==> src/rtl/deserializer_mc.sv <==
// Multi-channel serial-to-parallel receiver. External sclk/sdata/latch are oversampled
// in the clk domain; all channels shift in lockstep and load into a valid/ready holding register.
module deserializer_mc_lane #(
  parameter int WIDTH     = 8,
  parameter bit MSB_FIRST = 1'b1
) (
  input  logic             clk,
  input  logic             reset,
  input  logic             shift_ev,
  input  logic             load_ev,
  input  logic             d,
  output logic [WIDTH-1:0] par
);
  logic [WIDTH-1:0] sr, sr_next;

  // Load captures the post-shift value so a coincident final bit is included.
  always_comb begin
    sr_next = sr;
    if (shift_ev) begin
      if (MSB_FIRST) sr_next = {sr[WIDTH-2:0], d};
      else           sr_next = {d, sr[WIDTH-1:1]};
    end
  end

  always_ff @(posedge clk or posedge reset) begin
    if (reset) begin
      sr  <= '0;
      par <= '0;
    end else begin
      sr <= sr_next;
      if (load_ev) par <= sr_next;
    end
  end
endmodule

module deserializer_mc #(
  parameter int WIDTH       = 8,
  parameter int N_CH        = 1,
  parameter bit MSB_FIRST   = 1'b1,
  parameter int SYNC_STAGES = 2
) (
  input  logic                 clk,
  input  logic                 reset,
  input  logic                 sclk_in,
  input  logic [N_CH-1:0]      sdata_in,
  input  logic                 latch_in,
  input  logic                 clr_status,
  output logic [N_CH*WIDTH-1:0] par_data,
  output logic                 par_valid,
  input  logic                 par_ready,
  output logic                 frame_err,
  output logic                 overrun
);
  localparam int CW    = $clog2(WIDTH + 2);
  localparam int ARM_N = SYNC_STAGES + 1;
  localparam int AW    = $clog2(ARM_N + 1);

  logic [SYNC_STAGES-1:0]           sclk_sync, latch_sync;
  logic [SYNC_STAGES-1:0][N_CH-1:0] sdata_sync;
  logic                             prev_sclk, prev_latch;
  logic [AW-1:0]                    arm_cnt;
  logic                             armed;
  logic [CW-1:0]                    bit_cnt, cnt_shift, cnt_eff;
  logic                             shift_ev, load_ev;
  logic [N_CH-1:0]                  d;

  always_ff @(posedge clk or posedge reset) begin
    if (reset) begin
      sclk_sync  <= '0;
      latch_sync <= '0;
      sdata_sync <= '0;
      prev_sclk  <= 1'b0;
      prev_latch <= 1'b0;
      arm_cnt    <= '0;
    end else begin
      sclk_sync  <= {sclk_sync[SYNC_STAGES-2:0], sclk_in};
      latch_sync <= {latch_sync[SYNC_STAGES-2:0], latch_in};
      sdata_sync <= {sdata_sync[SYNC_STAGES-2:0], sdata_in};
      prev_sclk  <= sclk_sync[SYNC_STAGES-1];
      prev_latch <= latch_sync[SYNC_STAGES-1];
      if (!armed) arm_cnt <= arm_cnt + AW'(1);
    end
  end

  // Edges are masked until a line held high across reset release has settled in prev_*.
  assign armed    = (arm_cnt == AW'(ARM_N));
  assign shift_ev = armed & sclk_sync[SYNC_STAGES-1] & ~prev_sclk;
  assign load_ev  = armed & latch_sync[SYNC_STAGES-1] & ~prev_latch;
  assign d        = sdata_sync[SYNC_STAGES-1];

  assign cnt_shift = (bit_cnt == CW'(WIDTH + 1)) ? bit_cnt : bit_cnt + CW'(1);
  assign cnt_eff   = shift_ev ? cnt_shift : bit_cnt;

  always_ff @(posedge clk or posedge reset) begin
    if (reset) begin
      bit_cnt   <= '0;
      par_valid <= 1'b0;
      frame_err <= 1'b0;
      overrun   <= 1'b0;
    end else begin
      if (load_ev) begin
        bit_cnt   <= '0;
        frame_err <= (cnt_eff != CW'(WIDTH));
        par_valid <= 1'b1;
      end else begin
        bit_cnt <= cnt_eff;
        if (par_valid && par_ready) par_valid <= 1'b0;
      end
      // A new overrun in the same cycle as clr_status takes priority.
      if (load_ev && par_valid && !par_ready) overrun <= 1'b1;
      else if (clr_status)                    overrun <= 1'b0;
    end
  end

  for (genvar i = 0; i < N_CH; i++) begin : g_lane
    deserializer_mc_lane #(.WIDTH(WIDTH), .MSB_FIRST(MSB_FIRST)) u_lane (
      .clk      (clk),
      .reset    (reset),
      .shift_ev (shift_ev),
      .load_ev  (load_ev),
      .d        (d[i]),
      .par      (par_data[i*WIDTH +: WIDTH])
    );
  end
endmodule

==> config.mk <==
export PLATFORM = sky130hd
export DESIGN_NAME = deserializer_mc
export DESIGN_NICKNAME = d
export VERILOG_FILES = /design/src/rtl/deserializer_mc.sv
export SDC_FILE = /design/constraint.sdc
export NUM_CORES = 1
export LEC_CHECK = 0
export CORE_UTILIZATION = 40
export DETAILED_ROUTE_END_ITERATION = 10
export MAX_ROUTING_LAYER = met4
export PLACE_DENSITY = 0.7
export SYNTH_ARGS = -nofsm -noshare
export SYNTH_HDL_FRONTEND = slang
export SYNTH_HIERARCHICAL = 1
export SYNTH_SLANG_ARGS = --single-unit
==> constraint.sdc <==
create_clock -name clk -period 1.95 [get_ports clk]
set_input_delay 0.39 -clock clk [delete_from_list [all_inputs] [get_ports clk]]
set_output_delay 0.39 -clock clk [all_outputs]
set_load 0.005 [all_outputs]
==> results.json, run 1 <==
{
  "status": "completed",
  "rsz0062_at_grt": "false",
  "core_area_sq_um": 3128,
  "cts_tree": "built",
  "cts_resized": 0,
  "final-seq-area_sq_um": 825.8,
  "final-hold-violation-count": 0,
  "ir_worst_vdd_uv": 442.7,
  "finalSetupViolations": 0,
  "avgSynthCellArea_sq_um": 14.78,
  "die_w_um": 59.99,
  "final_antenna_net_count": 0,
  "synth_nets": 101,
  "antenna_found_initial": 0,
  "yosys_warnings": 6,
  "cts_buffer_depth": 2,
  "reg2reg_depth": 4,
  "cp_slowest_cell": "dfrtp_1",
  "hold_class": "reg2reg",
  "regToRegSetupSlack_ns": 0.26,
  "postCtsSetupRepairBufs": 0,
  "drtIter0Drc": 19,
  "worstPathArrival_ns": 1.91,
  "setup_ws_ns": 0.2552,
  "grt_pass1_vias": 757,
  "fin_crit_ns": 1.695,
  "required_ns": 2.17,
  "fmax_ghz": 0.5900,
  "syn_to_final_growth_pct": 19.26,
  "final_cell_mix": "33 x dfrtp_1, 17 x clkdlybuf4s50_1, 16 x mux2_4",
  "grtUsageTotal_pct": 13.74,
  "layout.cells.most_common": "dfrtp_1",
  "r2r-start": "arm_cnt[0]",
  "clk_pin_slew_ns": 0.09,
  "ys_seq_area_share_pct": 61.40,
  "ys_types": 27,
  "slew_headroom_pct": 62.14,
  "dpl_worst_slack_ns": 0.2599,
  "numCtsBuffers": 5,
  "cp.buffers_inverters": 0,
  "crit_end": "g_lane[0].u_lane/par[2]",
  "crit_path_start_kind": "flop",
  "period_share_pct": 86.91,
  "n_fill_cell": 284,
  "reg2reg_to": "g_lane[0].u_lane/par[2]",
  "crit_type": "reg2reg",
  "synth.ff_latch_count": 33,
  "fin_util_pct": 51.28,
  "synth_cells": 91,
  "leakage_uw": 0.0007301,
  "crit_start": "arm_cnt[0]",
  "tns_ns": 0,
  "io_pins": 18,
  "cp_max_fo": 11,
  "worstMarginPinSlew_ns": 0.5673,
  "cpLargestDelayFamily": "multiplexers",
  "grt_overflow": 0,
  "power_density_nw_per_um2": 1092,
  "row_count": 20,
  "drive_gt1_share_pct": 25.66,
  "dp_cells": 151,
  "dp_hpwl_um": 1377,
  "initial_core_util_pct": 43.00,
  "path_depth": 4,
  "fin_skew_ns": 0.006621,
  "clockRootBuffer": "clkbuf_4",
  "viasPerCell": 4.694,
  "final_nets": 124,
  "insertion_delay_ns": 0.33,
  "dieArea_sq_um": 3598,
  "maxCapViolations": 0,
  "setup.worst_path.end_class": "flop",
  "cp_common_cell": "mux2_4",
  "antenna-diode-count": 0,
  "vias": 737,
  "grt_pass1_wl_um": 3236,
  "layoutNonFillerInstCount": 157,
  "die_h_um": 59.99,
  "cts_hold_repair.buffers": 0,
  "portBuffers": 17,
  "hold_start": "sdata_sync[0]",
  "crit_chain": "ha_1 > and3b_4 > mux2_4 > mux2_4",
  "clock_sinks": 33,
  "post_drt_wl_per_cell_um": 12.25,
  "grt_max_degree": 18,
  "slew_violations": 0,
  "route.detailed.drc": 0,
  "multiInputGateArea_sq_um": 480.5,
  "first_pass_iters": 2,
  "drt_wl_total_um": 1924,
  "cts_max_level": 2,
  "cpPeakStageDelay_ns": 0.37,
  "synthesis.area_sq_um": 1345,
  "place.gp.congestion": 0.7128
}
[per-layer routing]
layer / track usage [%] / vias up / part of all wire, %
met2: 21.59 / 19 / 48
met3: 5.844 / 7 / 4.3
met5: - / - / 0
met1: 13.93 / 362 / 45
li1: - / 349 / -
met4: 8.970 / 0 / 2.9
[power breakdown]
part,switching (uW),internal (uW)
clock,205,125
sequential,95.0,842
combinational,137,348
total,437,1310
[registers in the layout, summed over array words and instances, names as in the netlist, 2 cells and up]
signal,count
g_lane.u_lane/par,8
g_lane.u_lane/sr,8
bit_cnt,4
arm_cnt,2
latch_sync,2
sclk_sync,2
[through the flow]
stage               instance area [sq um]  total power, uW  hold WS (ns)
finish                               1604             1752        0.3602
global route                         1604             1869        0.3624
CTS                                  1604             1784        0.3604
detailed placement                   1562             1445        0.3394
global placement                     1562             1430        0.3363
floorplan                            1345             1231        0.3037
[layout make-up]
cell class              count  share of cell area (%)
flip-flops and latches     33                   51.48
inverters                   6                   1.404
repair buffers             18                   11.08
multi-input cells          50                   29.95
clock buffers               5                   2.340
clock inverters             1                  0.3120
well taps                  44                   3.432
[synth_stat cells (all sizes together)]
master	count	share of area, %
a211oi	1	0.56
a21oi	1	0.65
a31oi	1	0.47
and3b	1	0.93
buf	1	0.84
clkbuf	1	0.37
dfrtp	33	61
ha	3	2.8
inv	6	1.7
mux2	17	19
mux2i	1	0.74
nand2	6	1.7
nand2b	1	0.47
nand3	1	0.37
nand4	1	0.47
nand4b	1	0.65
nor2	4	1.1
o21ai	2	1.0
o22ai	2	0.93
or2	2	0.93
or3b	1	0.65
xnor2	1	0.65
xor2	3	2.0
[cell families (layout without fill, tap and decap cells)]
group	count (synthesis)	after routing	share of synthesized area, %
AND/OR/NAND/NOR	18	18	7.256
adder cells (fa/ha/maj)	3	3	2.791
multiplexers	18	18	19.44
flip-flops	33	33	61.40
buffers and inverters	8	30	2.883
AO/OA/AOI/OAI	7	7	3.628
XOR/XNOR	4	4	2.605
[how the worst min path moves through the flow]
stage / endpoint / depth (start not counted)
2_1_floorplan: g_lane[0].u_lane/par[0] / 1
3_3_place_gp: d / 0
3_5_place_dp: d / 0
4_1_cts: d / 0
5_1_grt: d / 0
6_report: d / 0
Note: power is estimated with default switching activity, not from simulation.
==> inputs of run 2 (changes only) <==
SETUP_SLACK_MARGIN = 0.5   (was default)
==> results.json, run 2 (synthesized netlist as in run 1, its figures left out) <==
{
  "fin_crit_ns": 1.565,
  "syn_to_final_growth_pct": 33.49,
  "slew_violations": 0,
  "antenna-diode-count": 0,
  "final_nets": 143,
  "multiInputGateArea_sq_um": 513.0,
  "final-hold-violation-count": 0,
  "die_h_um": 59.99,
  "maxCapViolations": 0,
  "cts_hold_repair.buffers": 0,
  "portBuffers": 17,
  "cts_buffer_depth": 2,
  "slew_headroom_pct": 62.04,
  "layout.cells.most_common": "dfrtp_1",
  "leakage_uw": 0.0008608,
  "crit_type": "reg2reg",
  "tns_ns": 0,
  "drive_gt1_share_pct": 39.55,
  "cp_max_fo": 5,
  "fin_skew_ns": 0.01082,
  "row_count": 20,
  "numCtsBuffers": 5,
  "layoutNonFillerInstCount": 178,
  "finalSetupViolations": 0,
  "io_pins": 18,
  "core_area_sq_um": 3128,
  "worstMarginPinSlew_ns": 0.5687,
  "place.gp.congestion": 0.7144,
  "viasPerCell": 4.652,
  "grt_pass1_vias": 845,
  "grtUsageTotal_pct": 15.37,
  "grt_overflow": 0,
  "grt_max_degree": 18,
  "initial_core_util_pct": 43.00,
  "hold_depth": 0,
  "dp_cells": 151,
  "crit_path_start_kind": "flop",
  "die_w_um": 59.99,
  "status": "completed",
  "post_drt_wl_per_cell_um": 12.71,
  "drtIter0Drc": 18,
  "vias": 828,
  "setup.worst_path.end_class": "flop",
  "worstPathArrival_ns": 1.79,
  "period_share_pct": 80.27,
  "reg2reg_depth": 4,
  "ir_worst_vdd_uv": 450.3,
  "cts_tree": "built",
  "final_cell_mix": "32 x dfrtp_1, 18 x buf_4, 16 x mux2_4",
  "clock_sinks": 33,
  "dp_hpwl_um": 1448,
  "insertion_delay_ns": 0.32,
  "final_antenna_net_count": 0,
  "final-seq-area_sq_um": 827.0,
  "required_ns": 2.17,
  "power_density_nw_per_um2": 1095,
  "fmax_ghz": 0.6388,
  "first_pass_iters": 4,
  "n_fill_cell": 272,
  "antenna_found_initial": 0,
  "clk_pin_slew_ns": 0.10,
  "cts_max_level": 2,
  "clockRootBuffer": "clkbuf_4",
  "reg_top3": "g_lane.u_lane/par (8), g_lane.u_lane/sr (8), bit_cnt (4)",
  "dieArea_sq_um": 3598,
  "grt_pass1_wl_um": 3774,
  "drt_wl_total_um": 2263,
  "rsz0062_at_grt": "true",
  "hold_class": "reg2reg",
  "route.detailed.drc": 0
}
==> run 2: report_power, final <==
group / leakage (uW) / switching, uW / internal, uW
clock network: 0.0000413 / 213 / 209
registers: 0.000390 / 94.7 / 843
logic: 0.000430 / 177 / 429
total: 0.000861 / 485 / 1480
==> run 2: final timing paths <==
| kind | startpoint | to | slack (ns) |
|---|---|---|---|
| min in group asynchronous | reset | bit_cnt[3] | 0.40 |
| hold / removal | sclk_sync[0] | sclk_sync[1] | 0.37 |
| hold reg to reg | sclk_sync[0] | sclk_sync[1] | 0.37 |
| max in group asynchronous | reset | g_lane[0].u_lane/par[1] | 1.14 |
| setup reg to reg | arm_cnt[0] | g_lane[0].u_lane/par[5] | 0.38 |
| setup / recovery | arm_cnt[0] | g_lane[0].u_lane/par[5] | 0.38 |
==> run 2: layout make-up <==
cell class,count,area share [%]
clock inverters,1,0.2787
inverters,6,1.533
well taps,44,3.066
clock buffers,7,3.624
repair buffers,36,16.86
flip-flops and latches,33,46.06
multi-input cells,51,28.57
==> run 2: through the flow <==
| stage | setup WS [ns] | power, uW | hold WS [ns] | utilization (%) | area, sq um |
|---|---|---|---|---|---|
| 6_report | 0.3846 | 1965 | 0.3668 | 57.40 | 1795 |
| 5_1_grt | 0.3347 | 2091 | 0.3734 | 57.40 | 1795 |
| 4_1_cts | 0.3575 | 1965 | 0.3701 | 56.12 | 1755 |
| 3_5_place_dp | 0.3344 | 1455 | 0.3409 | 50.32 | 1574 |
| 3_3_place_gp | 0.3733 | 1432 | 0.3367 | 50.32 | 1574 |
| 2_1_floorplan | 0.3803 | 1231 | 0.3037 | - | 1360 |
==> run 2: metal layers <==
layer | GRT usage [%] | share of wire (%)
met1 | 17.20 | 43
met4 | 5.980 | 1.2
met2 | 24.76 | 52
met3 | 5.844 | 3.8
met5 | - | 0
==> run 2: critical path: stages (launching register included) <==
cell and delay (ns):
dfrtp_1 0.44, ha_4 0.19, and3b_2 0.26, mux2_4 0.32, mux2_4 0.25
==> run 2: repair_timing <==
item,4_1_cts,5_1_grt
endpoints found under the setup margin,21,15
pin swaps,1,1
gates resized for setup,13,5
setup buffers,15,3
cloned,1,0
==> inputs of run 3 (changes only) <==
clock period = 1.6 ns   (was 1.95 ns; I/O delays follow)
==> results.json, run 3 (synthesized netlist as in run 1, its figures left out) <==
{
  "status": "completed",
  "maxCapViolations": 0,
  "final-hold-violation-count": 0,
  "p_seq_share_pct": 44.1,
  "final_cell_mix": "32 x dfrtp_1, 19 x buf_4, 16 x mux2_4",
  "switchingPower_uw": 629.8,
  "period_share_pct": 95.62,
  "holdWs_ns": 0.2857,
  "numCtsBuffers": 5,
  "cp_common_cell": "mux2_4",
  "dp_hpwl_um": 1448,
  "worstMarginPinSlew_ns": 0.2451,
  "cts_max_level": 2,
  "cts_tree": "built",
  "power_density_nw_per_um2": 1414,
  "fin_crit_ns": 1.530,
  "worstPathArrival_ns": 1.76,
  "initial_core_util_pct": 43.00,
  "crit_start": "arm_cnt[1]",
  "grt_overflow": 0,
  "grt_pass1_wl_um": 3898,
  "vias": 842,
  "setup_ws_ns": 0.07007,
  "drt_wl_total_um": 2360,
  "rsz0062_at_grt": "true",
  "antenna-diode-count": 0,
  "drtIter0Drc": 14,
  "portBuffers": 17,
  "slew_violations": 0,
  "p_sw_share_pct": 24.44,
  "dieArea_sq_um": 3598,
  "regToRegSetupSlack_ns": 0.07,
  "r2r-start": "arm_cnt[1]",
  "grt_max_degree": 18,
  "cts_buffer_depth": 2,
  "fin_skew_ns": 0.01777,
  "clk_pin_slew_ns": 0.11,
  "cpPeakStageDelay_ns": 0.40,
  "fin_util_pct": 58.24,
  "first_pass_iters": 4,
  "die_h_um": 59.99,
  "required_ns": 1.83,
  "antenna_found_initial": 0,
  "final_antenna_net_count": 0,
  "clockRootBuffer": "clkbuf_4",
  "row_count": 20,
  "ir_worst_vdd_uv": 542.8,
  "setup.worst_path.end_class": "flop",
  "route.detailed.drc": 0,
  "die_w_um": 59.99,
  "core_area_sq_um": 3128,
  "crit_type": "reg2reg",
  "layout.cells.most_common": "dfrtp_1",
  "combPwrFrac_pct": 30.8,
  "final_nets": 148,
  "leakage_uw": 0.0008768,
  "cp_max_fo": 5,
  "fmax_ghz": 0.6536,
  "syn_to_final_growth_pct": 35.44,
  "tns_ns": 0,
  "crit_path_start_kind": "flop",
  "grt_pass1_vias": 854,
  "place.gp.congestion": 0.7654,
  "post_drt_wl_per_cell_um": 12.90,
  "clock_sinks": 33,
  "intPower_uw": 1947,
  "drive_gt1_share_pct": 49.64,
  "viasPerCell": 4.601,
  "insertion_delay_ns": 0.34,
  "reg_top3": "g_lane.u_lane/par (8), g_lane.u_lane/sr (8), bit_cnt (4)",
  "hold_class": "in2async",
  "slew_headroom_pct": 83.66,
  "pwr-share-clk_pct": 25.1,
  "finalSetupViolations": 0,
  "crit_chain": "ha_4 > and3b_4 > mux2_4 > mux2_4",
  "dpl_worst_slack_ns": 0.01189,
  "power.total_uw": 2577,
  "grtUsageTotal_pct": 16.14,
  "cts_hold_repair.buffers": 0,
  "io_pins": 18,
  "cp_slowest_cell": "dfrtp_1"
}
run 3: final timing paths:
path | endpoint | cells past startpoint
worst max-delay path | g_lane[0].u_lane/par[5] | 4
worst min-delay path | g_lane[0].u_lane/sr[2] | 3
worst max register to register | g_lane[0].u_lane/par[5] | 4
worst min register to register | sclk_sync[1] | 0
max in group asynchronous | bit_cnt[0] | 3
min in group clk | sclk_sync[1] | 0
run 3: power groups by stage:
stage	sequential, uW	combinational, uW	clock [uW]
6_report	1140	793	647
3_3_place_gp	1150	600	0
4_1_cts	1130	709	666
3_5_place_dp	1160	618	0
2_1_floorplan	1140	357	0
5_1_grt	1160	869	712
run 3: final cells by class:
| class | count | area, sq um |
|---|---|---|
| repair inverters | 1 | 5.005 |
| clock inverters | 1 | 30.03 |
| flip-flops and latches | 33 | 827.0 |
| well taps | 44 | 55.05 |
| multi-input cells | 51 | 519.2 |
| fillers | 261 | 1306 |
| repair buffers | 40 | 302.8 |
| clock buffers | 7 | 55.05 |
| inverters | 6 | 27.53 |
run 3: worst max-delay path, delay by kind of cell (launching register included):
family,cells,cell delay (ns)
flops,1,0.40
fa+ha+maj,1,0.17
mux,2,0.59
simple gates,1,0.27
run 3: repair_timing:
action                     in CTS  in global routing
setup endpoints to repair      32                 33
setup buffers                  13                  5
pin swaps                       1                  1
cloned                          1                  1
gates resized for setup        46                  7
run 3: metal layers:
metal  share of wire [%]  global-route usage [%]  vias up
met4                 1.8                   6.645        0
met1                  46                   19.94      408
met5                   0                       -        -
met2                  47                   23.33       18
li1                    -                       -      411
met3                 4.9                   6.710        5
run 3: per-stage QoR:
stage	instance area, sq um	std cells
3_3_place_gp	1604	155
3_5_place_dp	1604	155
4_1_cts	1755	177
2_1_floorplan	1360	91
5_1_grt	1822	183
6_report	1822	183
